==> config.mk <==
export PLATFORM = sky130hd
export DESIGN_NAME = sram_stream_adapter
export DESIGN_NICKNAME = d
export VERILOG_FILES = /design/src/rtl/sram_adapter_pkg.sv /design/src/rtl/sram_adapter_rsp_buf.sv /design/src/rtl/sram_stream_adapter.sv
export SDC_FILE = /design/constraint.sdc
export NUM_CORES = 1
export LEC_CHECK = 0
export BUFFER_PORTS_ARGS = -buffer_cell sky130_fd_sc_hd__buf_2
export CORE_ASPECT_RATIO = 0.9
export CORE_MARGIN = 4
export CORE_UTILIZATION = 50
export DETAILED_ROUTE_END_ITERATION = 10
export GPL_ROUTABILITY_DRIVEN = 0
export PLACE_DENSITY = 0.88
export SYNTH_ARGS = -nofsm -noshare
export SYNTH_HDL_FRONTEND = slang
export SYNTH_SLANG_ARGS = --single-unit
==> constraint.sdc <==
create_clock -name clk_i -period 8.5 [get_ports clk_i]
set_clock_uncertainty 0.05 [all_clocks]
set_input_delay 1.7 -clock clk_i [delete_from_list [all_inputs] [get_ports clk_i]]
set_output_delay 1.7 -clock clk_i [all_outputs]
set_load 0.005 [all_outputs]
==> src/rtl/sram_adapter_pkg.sv <==
// Purpose : shared helpers and default sizing for the SRAM stream adapter.
// Contents: default parameter values, ceil_div / clog2_min1 helpers and the
//           response entry type at default width (rdata + write-ack flag).
// Optional feature macro used by this slice: SRAM_ADAPTER_WRITE_ACK_EN.
package sram_adapter_pkg;

  localparam int unsigned DEF_NUM_WORDS  = 1024;
  localparam int unsigned DEF_DATA_WIDTH = 64;
  localparam int unsigned DEF_BYTE_WIDTH = 8;
  localparam int unsigned DEF_RSP_DEPTH  = 2;
  localparam int unsigned DEF_CNT_WIDTH  = $clog2(DEF_RSP_DEPTH + 1);

  typedef struct packed {
    logic [DEF_DATA_WIDTH-1:0] rdata;
    logic                      write;
  } rsp_t;

  function automatic int unsigned ceil_div(input int unsigned a, input int unsigned b);
    return (a + b - 1) / b;
  endfunction

  // Pointer width that stays legal for a single-entry buffer.
  function automatic int unsigned clog2_min1(input int unsigned n);
    return (n > 1) ? $clog2(n) : 1;
  endfunction

endpackage

==> src/rtl/sram_adapter_rsp_buf.sv <==
// Purpose : DEPTH-entry in-order FIFO holding responses that could not be
//           handed downstream in the cycle their read data arrived.
// Ports   : clk_i, rst_ni (async, active low)
//           push_i / data_i   write an entry at the tail
//           pop_i             drop the head entry
//           empty_o / head_o  occupancy flag and head entry
// The caller guarantees no push into a full buffer without a same-cycle pop.
module sram_adapter_rsp_buf
  import sram_adapter_pkg::*;
#(
  parameter int unsigned DEPTH = 2,
  parameter int unsigned WIDTH = 65
) (
  input  logic             clk_i,
  input  logic             rst_ni,
  input  logic             push_i,
  input  logic [WIDTH-1:0] data_i,
  input  logic             pop_i,
  output logic             empty_o,
  output logic [WIDTH-1:0] head_o
);

  localparam int unsigned PW = clog2_min1(DEPTH);
  localparam int unsigned CW = $clog2(DEPTH + 1);

  logic [WIDTH-1:0] mem_q [DEPTH];
  logic [PW-1:0]    wr_ptr_q, rd_ptr_q;
  logic [CW-1:0]    cnt_q;

  function automatic logic [PW-1:0] next_ptr(input logic [PW-1:0] p);
    return (p == PW'(DEPTH - 1)) ? '0 : p + 1'b1;
  endfunction

  always_ff @(posedge clk_i or negedge rst_ni) begin
    if (!rst_ni) begin
      wr_ptr_q <= '0;
      rd_ptr_q <= '0;
      cnt_q    <= '0;
    end else begin
      if (push_i) wr_ptr_q <= next_ptr(wr_ptr_q);
      if (pop_i)  rd_ptr_q <= next_ptr(rd_ptr_q);
      cnt_q <= cnt_q + CW'(push_i) - CW'(pop_i);
    end
  end

  // Storage needs no reset: the count alone decides what is valid.
  always_ff @(posedge clk_i) begin
    if (push_i) mem_q[wr_ptr_q] <= data_i;
  end

  assign empty_o = (cnt_q == '0);
  assign head_o  = mem_q[rd_ptr_q];

endmodule

==> src/rtl/sram_stream_adapter.sv <==
// Purpose : valid/ready request stream -> single-port SRAM strobes, with read
//           data returned on a valid/ready response stream. A credit counter
//           bounds in-flight + buffered responses to RSP_DEPTH so the SRAM
//           never has to stall.
// Ports   : clk_i, rst_ni (async, active low)
//           req_valid_i/req_ready_o/req_we_i/req_addr_i/req_wdata_i/req_be_i
//           rsp_valid_o/rsp_ready_i/rsp_rdata_o/rsp_write_o
//           sram_req_o/sram_we_o/sram_addr_o/sram_wdata_o/sram_be_o/sram_rdata_i
// Macro   : SRAM_ADAPTER_WRITE_ACK_EN -- writes take a credit and return an
//           ordered ack (rsp_write_o=1, rdata 0). Undefined: writes are silent
//           and rsp_write_o is 0.
module sram_stream_adapter
  import sram_adapter_pkg::*;
#(
  parameter int unsigned NUM_WORDS  = DEF_NUM_WORDS,
  parameter int unsigned DATA_WIDTH = DEF_DATA_WIDTH,
  parameter int unsigned BYTE_WIDTH = DEF_BYTE_WIDTH,
  parameter int unsigned RSP_DEPTH  = DEF_RSP_DEPTH,
  parameter int unsigned BE_WIDTH   = ceil_div(DATA_WIDTH, BYTE_WIDTH),
  parameter type addr_t = logic [$clog2(NUM_WORDS)-1:0],
  parameter type data_t = logic [DATA_WIDTH-1:0],
  parameter type strb_t = logic [BE_WIDTH-1:0]
) (
  input  logic  clk_i,
  input  logic  rst_ni,
  input  logic  req_valid_i,
  output logic  req_ready_o,
  input  logic  req_we_i,
  input  addr_t req_addr_i,
  input  data_t req_wdata_i,
  input  strb_t req_be_i,
  output logic  rsp_valid_o,
  input  logic  rsp_ready_i,
  output data_t rsp_rdata_o,
  output logic  rsp_write_o,
  output logic  sram_req_o,
  output logic  sram_we_o,
  output addr_t sram_addr_o,
  output data_t sram_wdata_o,
  output strb_t sram_be_o,
  input  data_t sram_rdata_i
);

  localparam int unsigned CNT_W = $clog2(RSP_DEPTH + 1);

  typedef struct packed {
    data_t rdata;
    logic  write;
  } rsp_entry_t;

  logic [CNT_W-1:0] credit_q;
  logic             inflight_q;
  logic             accept, take_credit, pop;
  logic             buf_empty, buf_push, buf_pop;
  rsp_entry_t       new_rsp, head_rsp, out_rsp;

  // Ready depends on registered state only, so no combinational path from
  // the response side back into the request side.
  assign req_ready_o = (credit_q < CNT_W'(RSP_DEPTH));
  assign accept      = req_valid_i & req_ready_o;

  assign sram_req_o   = accept;
  assign sram_we_o    = req_we_i;
  assign sram_addr_o  = req_addr_i;
  assign sram_wdata_o = req_wdata_i;
  assign sram_be_o    = req_be_i;

`ifdef SRAM_ADAPTER_WRITE_ACK_EN
  logic inflight_wr_q;

  assign take_credit   = accept;
  assign new_rsp.rdata = inflight_wr_q ? '0 : sram_rdata_i;
  assign new_rsp.write = inflight_wr_q;

  always_ff @(posedge clk_i or negedge rst_ni) begin
    if (!rst_ni) inflight_wr_q <= 1'b0;
    else         inflight_wr_q <= accept & req_we_i;
  end
`else
  assign take_credit   = accept & ~req_we_i;
  assign new_rsp.rdata = sram_rdata_i;
  assign new_rsp.write = 1'b0;
`endif

  // Data arriving this cycle bypasses the buffer only when nothing older is
  // queued; otherwise it goes to the tail to keep responses in order.
  assign rsp_valid_o = inflight_q | ~buf_empty;
  assign out_rsp     = buf_empty ? new_rsp : head_rsp;
  assign rsp_rdata_o = out_rsp.rdata;
  assign rsp_write_o = out_rsp.write;

  assign pop      = rsp_valid_o & rsp_ready_i;
  assign buf_push = inflight_q & ~(buf_empty & rsp_ready_i);
  assign buf_pop  = pop & ~buf_empty;

  always_ff @(posedge clk_i or negedge rst_ni) begin
    if (!rst_ni) begin
      credit_q   <= '0;
      inflight_q <= 1'b0;
    end else begin
      credit_q   <= credit_q + CNT_W'(take_credit) - CNT_W'(pop);
      inflight_q <= take_credit;
    end
  end

  sram_adapter_rsp_buf #(
    .DEPTH (RSP_DEPTH),
    .WIDTH ($bits(rsp_entry_t))
  ) u_rsp_buf (
    .clk_i   (clk_i),
    .rst_ni  (rst_ni),
    .push_i  (buf_push),
    .data_i  (new_rsp),
    .pop_i   (buf_pop),
    .empty_o (buf_empty),
    .head_o  (head_rsp)
  );

endmodule

Yosys cells after proc, flatten, opt, wreduce, memory -nomap -nowiden:

Memories as Yosys holds them, arrays and structs flattened.
Cells that the tools add are included.

* flip-flop bits (word level): 7
* RAM bits: 128
* bits of input ports: 151
* output and inout bits: 151
* logic and storage cells: 29
* memories kept: 1

* add/subtract/negate cells: 6
* magnitude comparators: 1
* mux-type cells: 5
* bitwise logic cells: 10
* reductions and logical operators: 1

Memories
* u_rsp_buf.mem_q: depth 2, width 64, rd ports 1, clocked after memory_dff 0, wr ports 1, RTL line sram_adapter_rsp_buf.sv:26 `logic [WIDTH-1:0] mem_q [DEPTH];`

Operators by type and width (number)
* two-way mux 65 bit: 1
* bitwise AND 1 bit: 6
* adder 2 x 1 -> 2 bit: 2
* two-way mux 1 bit: 4
* subtractor 2 x 1 -> 2 bit: 2
* inverter 1 bit: 3
* adder 1 bit, second input constant: 2
* zero test 2 bit: 1
* less-than comparator 2 bit, second input constant: 1
* bitwise OR 1 bit: 1

Longest topological paths before layout:

Gate-level depths: netlist (run 1).

* depth after elaboration: 6
* gate-level depth with buffers: 8
* gate-level depth less buffers: 7

Hierarchy:

From an unflattened synthesis (run 1), not the netlist that was laid out.

* cell total of the unflattened synthesis: 389
* area, all modules: 6695.2 µm²

By module, submodules not included
* sram_adapter_rsp_buf: times used 1, cells an instance 216, area each 5042.3 µm², sequential area each 4003.8 µm²
* sram_stream_adapter: times used 1, cells an instance 173, area each 1652.8 µm², sequential area each 75.1 µm²

Worst setup path after synthesis (run 1):

OpenSTA, ideal clock, no wires.

* kind: input port to flip-flop
* from: input rsp_ready_i
* to: memory u_rsp_buf.mem_q[0][0] in the netlist's numbering (enable)
* setup time: 486 ps
* arrival: 4553 ps
* data required time: 7964 ps
* path slack: 3411 ps
* cell stages on the path: 2
* buffers on the path: 0
* cells stage by stage: nor3b_1 -> nor2_1

* cells in the longest elaborated chain, start to end: 5

RTL lines
* from (decl): RTL line sram_stream_adapter.sv:33 `input logic rsp_ready_i,`
* bitwise AND 1 bit: RTL line sram_stream_adapter.sv:93 `assign buf_push = inflight_q & ~(buf_empty & rsp_ready_i);`
* inverter 1 bit: RTL line sram_stream_adapter.sv:93
* bitwise AND 1 bit: RTL line sram_stream_adapter.sv:93
* two-way mux 1 bit: RTL line sram_adapter_rsp_buf.sv:48 `if (push_i) mem_q[wr_ptr_q] <= data_i;`
* two-way mux 1 bit (not written as such): RTL line sram_adapter_rsp_buf.sv:48
* to (decl): RTL line sram_adapter_rsp_buf.sv:26

No other way between the ends.

==> flow_metrics.tcl, run 1 <==
set metrics [dict create \
    irDropWorstVdd_v 0.000270 \
    cts_sinks 135 \
    h-tree-depth 4 \
    leakage_nw 2.73 \
    cts_buffers 17 \
    dp_hpwl_um 7550 \
    wl_met2_um 5660 \
    synth_top_cell_by_area "edfxtp_1" \
    nets 672 \
    antennaDiodeCount 0 \
    first_iter_violations 174 \
    syn_area_um2 6360 \
    path_class "flop to output pin" \
    start_util 0.519 \
    ys_ff_latch 135 \
    seqPwrFrac 0.374 \
    switchingPower_uw 781 \
    via_count 3785 \
    antenna_found_initial 0 \
    cts_hold_buf 0 \
    p_comb_frac 0.324 \
    drive_gt1_frac 0.351 \
    totalWireLength_um 11900 \
    slew_headroom 0.236 \
    final_core_util 0.578 \
    grt_max_degree 70 \
    coreArea_um2 12300 \
    wl_met3_um 926 \
    crit_path_end_kind "output pin" \
    setup-tns-final_ns 0 \
    clk_latency_ns 0.41 \
    postRouteAntennaNets 0 \
    p_sw_frac 0.320 \
    max-clock-path-buffers 2 \
    grt_remaining_overflow 0 \
    grt_setup_unrepaired "false" \
    io_buffers 136 \
    yosysSeqAreaShare 0.632 \
    cp.required_ns 6.75 \
    routed.top_layer "met4" \
    async_flop_share 0.0519 \
    die-area_um2 14600 \
    fillers 992 \
    yosysWarnings 0 \
    std_cell_rows 38 \
    remaining_drc_errors 0 \
    synth_edf_count 128 \
    syn_inst 469 \
    yosysUniqueCellTypes 25 \
    wl_met1_um 5090 \
    cp_max_fo 69 \
    yosys-top-cells-area "edfxtp_1, buf_4, mux2i_1" \
    die_h_um 115 \
    drv_slew 0 \
    ys_top_cells_by_count "edfxtp_1, buf_4, mux2i_1, nor3_1, a21oi_1" \
    hold_path_class "flop to flop" \
    routedWlPerCell_um 17.3 \
    syn-num-nets 624 \
    first_pass_iters 5 \
    arrival_ns 2.83 \
    synth_flop_cell "edfxtp_1" \
    pin_count 302 \
    max_freq_mhz 219 \
    cts_resized 0 \
    start_kind "flop" \
    clockPowerShare 0.301 \
    dieWidth_um 127 \
    synth.most_common_cell "edfxtp_1" \
    synth.avg_cell_area_um2 13.6 \
    internal_power_mw 1.66 \
    synth_top_area_share 0.604 \
    worst_pin_slew_ns 1.15 \
    grt_pass1_vias 3808 \
    status "finished, final reports clean" \
    cts.clk_slew.worst_paths_ns 0.06 \
    cts_tree "done" \
    drv_cap 0 \
    setup_viol 0 \
    cts_setup_buffers 0 \
    area_growth_pct 11.4 \
    viasPerCell 5.49 \
    cts-root-buf "clkbuf_16" \
    post-route-period-util 0.538 \
    min_period_ns 4.58 \
    gr-usage-all-layers 0.167 \
    finalHoldViolCount 0 \
    p_per_area_nw_per_um2 344 \
    grt_pass1_wl_um 19000 \
]
registers in the layout, indices dropped and copies added, names as in the netlist:
signal,count
u_rsp_buf.rd_ptr_q,1
inflight_q,1
u_rsp_buf.cnt_q,2
u_rsp_buf.mem_q,128
credit_q,2
u_rsp_buf.wr_ptr_q,1
worst max-delay path: stages (launching register included):
cell and delay (ns):
dfrtp_2 0.33, buf_4 0.59, or2_2 0.71, buf_4 0.47, a21oi_1 0.13, buf_2 0.15
placed cells by master, fill, tap and decap left out:
cell,synthesis,routed
nor3b_1,1,1
nand2b_1,3,3
a21oi_1,54,54
clkbuf_16,0,17
buf_2,11,136
dfrtp_4,0,1
xnor2_1,5,5
clkbuf_8,0,3
and3b_2,0,1
or3_1,1,1
clkbuf_1,5,3
a21oi_2,10,10
bufinv_16,0,3
and2_1,1,1
mux2i_1,64,64
dfrtp_2,0,2
nand2_1,1,1
inv_1,5,5
nor3_1,64,64
o21ai_0,1,1
o221ai_1,1,1
ha_1,4,4
clkinv_2,0,4
conb_1,1,1
nor2b_1,3,3
buf_4,91,5
dfrtp_1,7,4
clkinvlp_4,0,2
edfxtp_1,128,128
or2_2,0,1
nor2_4,0,1
power groups by stage:
stage	Sequential [mW]	Combinational, mW	Clock [mW]
4_1_cts	0.916	0.801	0.748
5_1_grt	0.925	0.881	0.787
6_report	0.914	0.792	0.735
2_1_floorplan	0.849	0.631	0
3_3_place_gp	0.924	0.775	0
3_5_place_dp	0.931	0.799	0
stage by stage:
| stage | total power, mW | hold slack (ns) | area [µm²] | worst slack [ns] | cells |
|---|---|---|---|---|---|
| 2_1_floorplan | 1.48 | 0.406 | 6360 | 3.41 | 469 |
| 3_3_place_gp | 1.70 | 0.413 | 6480 | 4.43 | 658 |
| 3_5_place_dp | 1.73 | 0.452 | 6480 | 4.35 | 658 |
| 4_1_cts | 2.47 | 0.470 | 7080 | 3.90 | 690 |
| 5_1_grt | 2.59 | 0.479 | 7080 | 3.71 | 690 |
| 6_report | 2.44 | 0.469 | 7080 | 3.92 | 690 |
worst paths after layout:
kind                                    start                     end  slack (ns)  cells past startpoint
max in group asynchronous              rst_ni      u_rsp_buf.rd_ptr_q        7.14                      1
hold / removal                    credit_q[0]             credit_q[0]        0.47                      1
hold reg to reg                   credit_q[0]             credit_q[0]        0.47                      1
setup / recovery           u_rsp_buf.cnt_q[1]         rsp_rdata_o[39]        3.92                      5
setup reg to reg           u_rsp_buf.cnt_q[1]  u_rsp_buf.mem_q[0][31]        5.50                      4
min in group asynchronous              rst_ni              inflight_q        1.07                      1
logic make-up (layout without fill, tap and decap cells):
family	after synthesis	count (layout)	synth area share
adder cells (fa/ha/maj)	4	4	0.00787
other	1	1	0.000590
flip-flops	135	135	0.632
buffers and inverters	117	178	0.131
multiplexers	64	64	0.101
XOR/XNOR	5	5	0.00688
AND/OR/NAND/NOR	77	77	0.0629
AO/OA/AOI/OAI	66	66	0.0584
cell type report:
cell class	count	area [µm²]	area share
Clock buffer	23	478	0.0675
Clock inverter	9	125	0.0177
Inverter	5	18.8	0.00265
Multi-Input combinational cell	217	1520	0.214
Sequential cell	135	4030	0.568
Tap cell	160	200	0.0283
Timing Repair Buffer	141	718	0.101
routing by layer:
metal | up-vias | global-route usage
met5 | - | 0
met4 | 0 | 0.0822
met3 | 43 | 0.0622
met2 | 180 | 0.262
met1 | 1809 | 0.207
li1 | 1753 | -
Power figures use the tool's default switching activity.
==> inputs of run 2 (changes only) <==
ABC_AREA = 1   (was default)
CORE_UTILIZATION = 47   (was 50)
PLACE_DENSITY = 0.84   (was 0.88)
clock period = 4.4 ns   (was 8.5 ns; I/O delays follow)
==> run 2 against run 1 <==
  * Combinational power up 120%
  * Sequential cell count unchanged
  * Synthesized area up 1.7%
  * Critical path type unchanged
  * First-iteration DRC count up 52%
  * Utilization down 4.1 points
  * Critical endpoint is now rsp_rdata_o[54]
  * Global-route usage about the same
  * Count of clock-buffer cells in the layout down 3
==> flow_metrics.tcl, run 2 <==
set metrics [dict create \
    via_count 4314 \
    status "finished, final reports clean" \
    dp_hpwl_um 8730 \
    drv_slew 0 \
    post-route-period-util 0.728 \
    gr-usage-all-layers 0.167 \
    antennaDiodeCount 0 \
    drv_cap 0 \
    grt_pass1_wl_um 20600 \
    setup-tns-final_ns 0 \
    power_mw 4.76 \
    synth.most_common_cell "nand2_1" \
    ys_top_cells_by_count "nand2_1, nor2_1, edfxtp_1" \
    grt_setup_unrepaired "false" \
    yosysWarnings 0 \
    p_per_area_nw_per_um2 661 \
    cts_sinks 135 \
    synth_top_cell_by_area "edfxtp_1" \
    largest_register_ffs 128 \
    finalHoldViolCount 0 \
    syn_inst 676 \
    path_class "flop to output pin" \
    max_freq_mhz 312 \
    hold_path_class "input pin to async pin" \
    grt_max_degree 70 \
    cts.clk_slew.worst_paths_ns 0.05 \
    start_kind "flop" \
    clk_latency_ns 0.40 \
    syn-num-nets 831 \
    first_iter_violations 265 \
    totalWireLength_um 13200 \
    yosysSeqAreaShare 0.622 \
    worst_pin_slew_ns 1.15 \
    antenna_found_initial 1 \
    cp.required_ns 3.47 \
    cp_max_fo 65 \
    cts_resized 0 \
    yosys-top-cells-area "edfxtp_1, nand2_1, nor2_1" \
    drive_gt1_frac 0.234 \
    leakage_nw 3.18 \
    cts_tree "done" \
    h-tree-depth 4 \
    postRouteAntennaNets 0 \
    synth_flop_cell "edfxtp_1" \
    synth_top_area_share 0.594 \
    routedWlPerCell_um 14.6 \
    reg2regPathDepth 6 \
    crit_path_end_kind "output pin" \
    setup_viol 0 \
    io_buffers 136 \
    viasPerCell 4.77 \
    area_growth_pct 11.3 \
    die_h_um 119 \
    die-area_um2 15700 \
    rrSetupSlack_ns 1.84 \
    dp_slack_ns 1.66 \
    final_core_util 0.537 \
    r2r_start "u_rsp_buf.cnt_q[1]" \
    cts_hold_buf 0 \
    grt_remaining_overflow 0 \
    dieWidth_um 132 \
    synth_edf_count 128 \
    pin_count 302 \
    yosysUniqueCellTypes 17 \
    layout_common_cells "nand2_1, nor2_1, buf_2" \
    cts_buffers 17 \
    mostFrequentLayoutCell "nand2_1" \
    first_pass_iters 4 \
    max-clock-path-buffers 2 \
    nets 879 \
    start_util 0.482 \
    r2r_end "u_rsp_buf.mem_q[1][41]" \
    remaining_drc_errors 0 \
    cts-root-buf "clkbuf_16" \
    cts_setup_buffers 0 \
    min_period_ns 3.20 \
    reg_top3 "u_rsp_buf.mem_q (128), credit_q (2), u_rsp_buf.cnt_q (2)" \
    irDropWorstVdd_v 0.000475 \
    regMostFlops "u_rsp_buf.mem_q" \
    coreArea_um2 13400 \
    slew_headroom 0.231 \
    arrival_ns 2.27 \
    syn_area_um2 6470 \
    async_flop_share 0.0519 \
    ys_ff_latch 135 \
    fin_ws_ns 1.20 \
    std_cell_rows 40 \
    grt_pass1_vias 4087 \
    synth.avg_cell_area_um2 9.57 \
]
==> run 2: cell count changes in the layout (fill, tap and decap cells not counted), moves of 3 or more <==
cell      change
a21oi_1      -53
a21oi_2      -10
clkbuf_8      -3
inv_1         +8
inv_2         +3
mux2i_1      -64
nand2_1     +205
nand2b_1      -3
nor2_1      +194
nor2b_1       -3
nor3_1       -64
xnor2_1       -3
==> run 2: stage by stage <==
step | instance area, µm² | instances | hold slack (ns)
final | 7200 | 904 | 0.257
after global routing | 7200 | 904 | 0.235
after CTS | 7200 | 904 | 0.239
after detailed placement | 6630 | 873 | 0.421
after global placement | 6630 | 873 | 0.407
after floorplan | 6470 | 676 | 0.392
==> run 2: logic make-up after synthesis <==
group / Yosys count / synth area share
and+or+nand+nor: 403 / 0.235
other: 1 / 0.000580
xor gates and xnor gates: 4 / 0.00542
AOI/OAI and AO/OA: 2 / 0.00155
adders and majority gates: 4 / 0.00774
buffers and inverters: 127 / 0.128
DFF: 135 / 0.622
==> run 2: report_power, final <==
group	switching [mW]	internal, mW	total (mW)
sequential	0.0518	1.58	1.63
clock	0.475	0.878	1.35
combinational	1.11	0.663	1.78
==> run 2: worst max-delay path by stage <==
stage | startpoint | to | slack [ns] | depth (start not counted)
2_1_floorplan | rsp_ready_i | u_rsp_buf.mem_q[1][0] | 0.16 | 3
3_3_place_gp | u_rsp_buf.rd_ptr_q | rsp_rdata_o[47] | 1.77 | 6
3_5_place_dp | u_rsp_buf.rd_ptr_q | rsp_rdata_o[50] | 1.66 | 6
4_1_cts | u_rsp_buf.rd_ptr_q | rsp_rdata_o[54] | 1.13 | 6
5_1_grt | u_rsp_buf.rd_ptr_q | rsp_rdata_o[54] | 0.98 | 6
6_report | u_rsp_buf.rd_ptr_q | rsp_rdata_o[54] | 1.20 | 6
==> run 2: critical path, stage by stage (launching register included) <==
cell and delay [ns]:
dfrtp_2 0.40, inv_2 0.82, nor2_1 0.15, nor2_1 0.19, nand2_1 0.09, nand2_1 0.10
buf_2 0.11
==> run 2: metal layers <==
| layer | global-route usage | vias to the layer above | share of wire | wire (µm) |
|---|---|---|---|---|
| met4 | 0.0597 | 2 | 0.015 | 201 |
| met1 | 0.181 | 1939 | 0.38 | 5080 |
| met3 | 0.0743 | 29 | 0.086 | 1140 |
| met5 | 0 | - | 0.00091 | 12 |
| li1 | - | 2152 | - | - |
| met2 | 0.292 | 192 | 0.51 | 6770 |
==> run 2: final cells by class <==
type,instances,area (µm²)
clock buffer,20,437
clock inverter,11,133
fill,1200,6210
inverter,16,60.1
multi-input combinational,414,1630
sequential,135,4020
tap,168,210
timing repair buffer,140,711
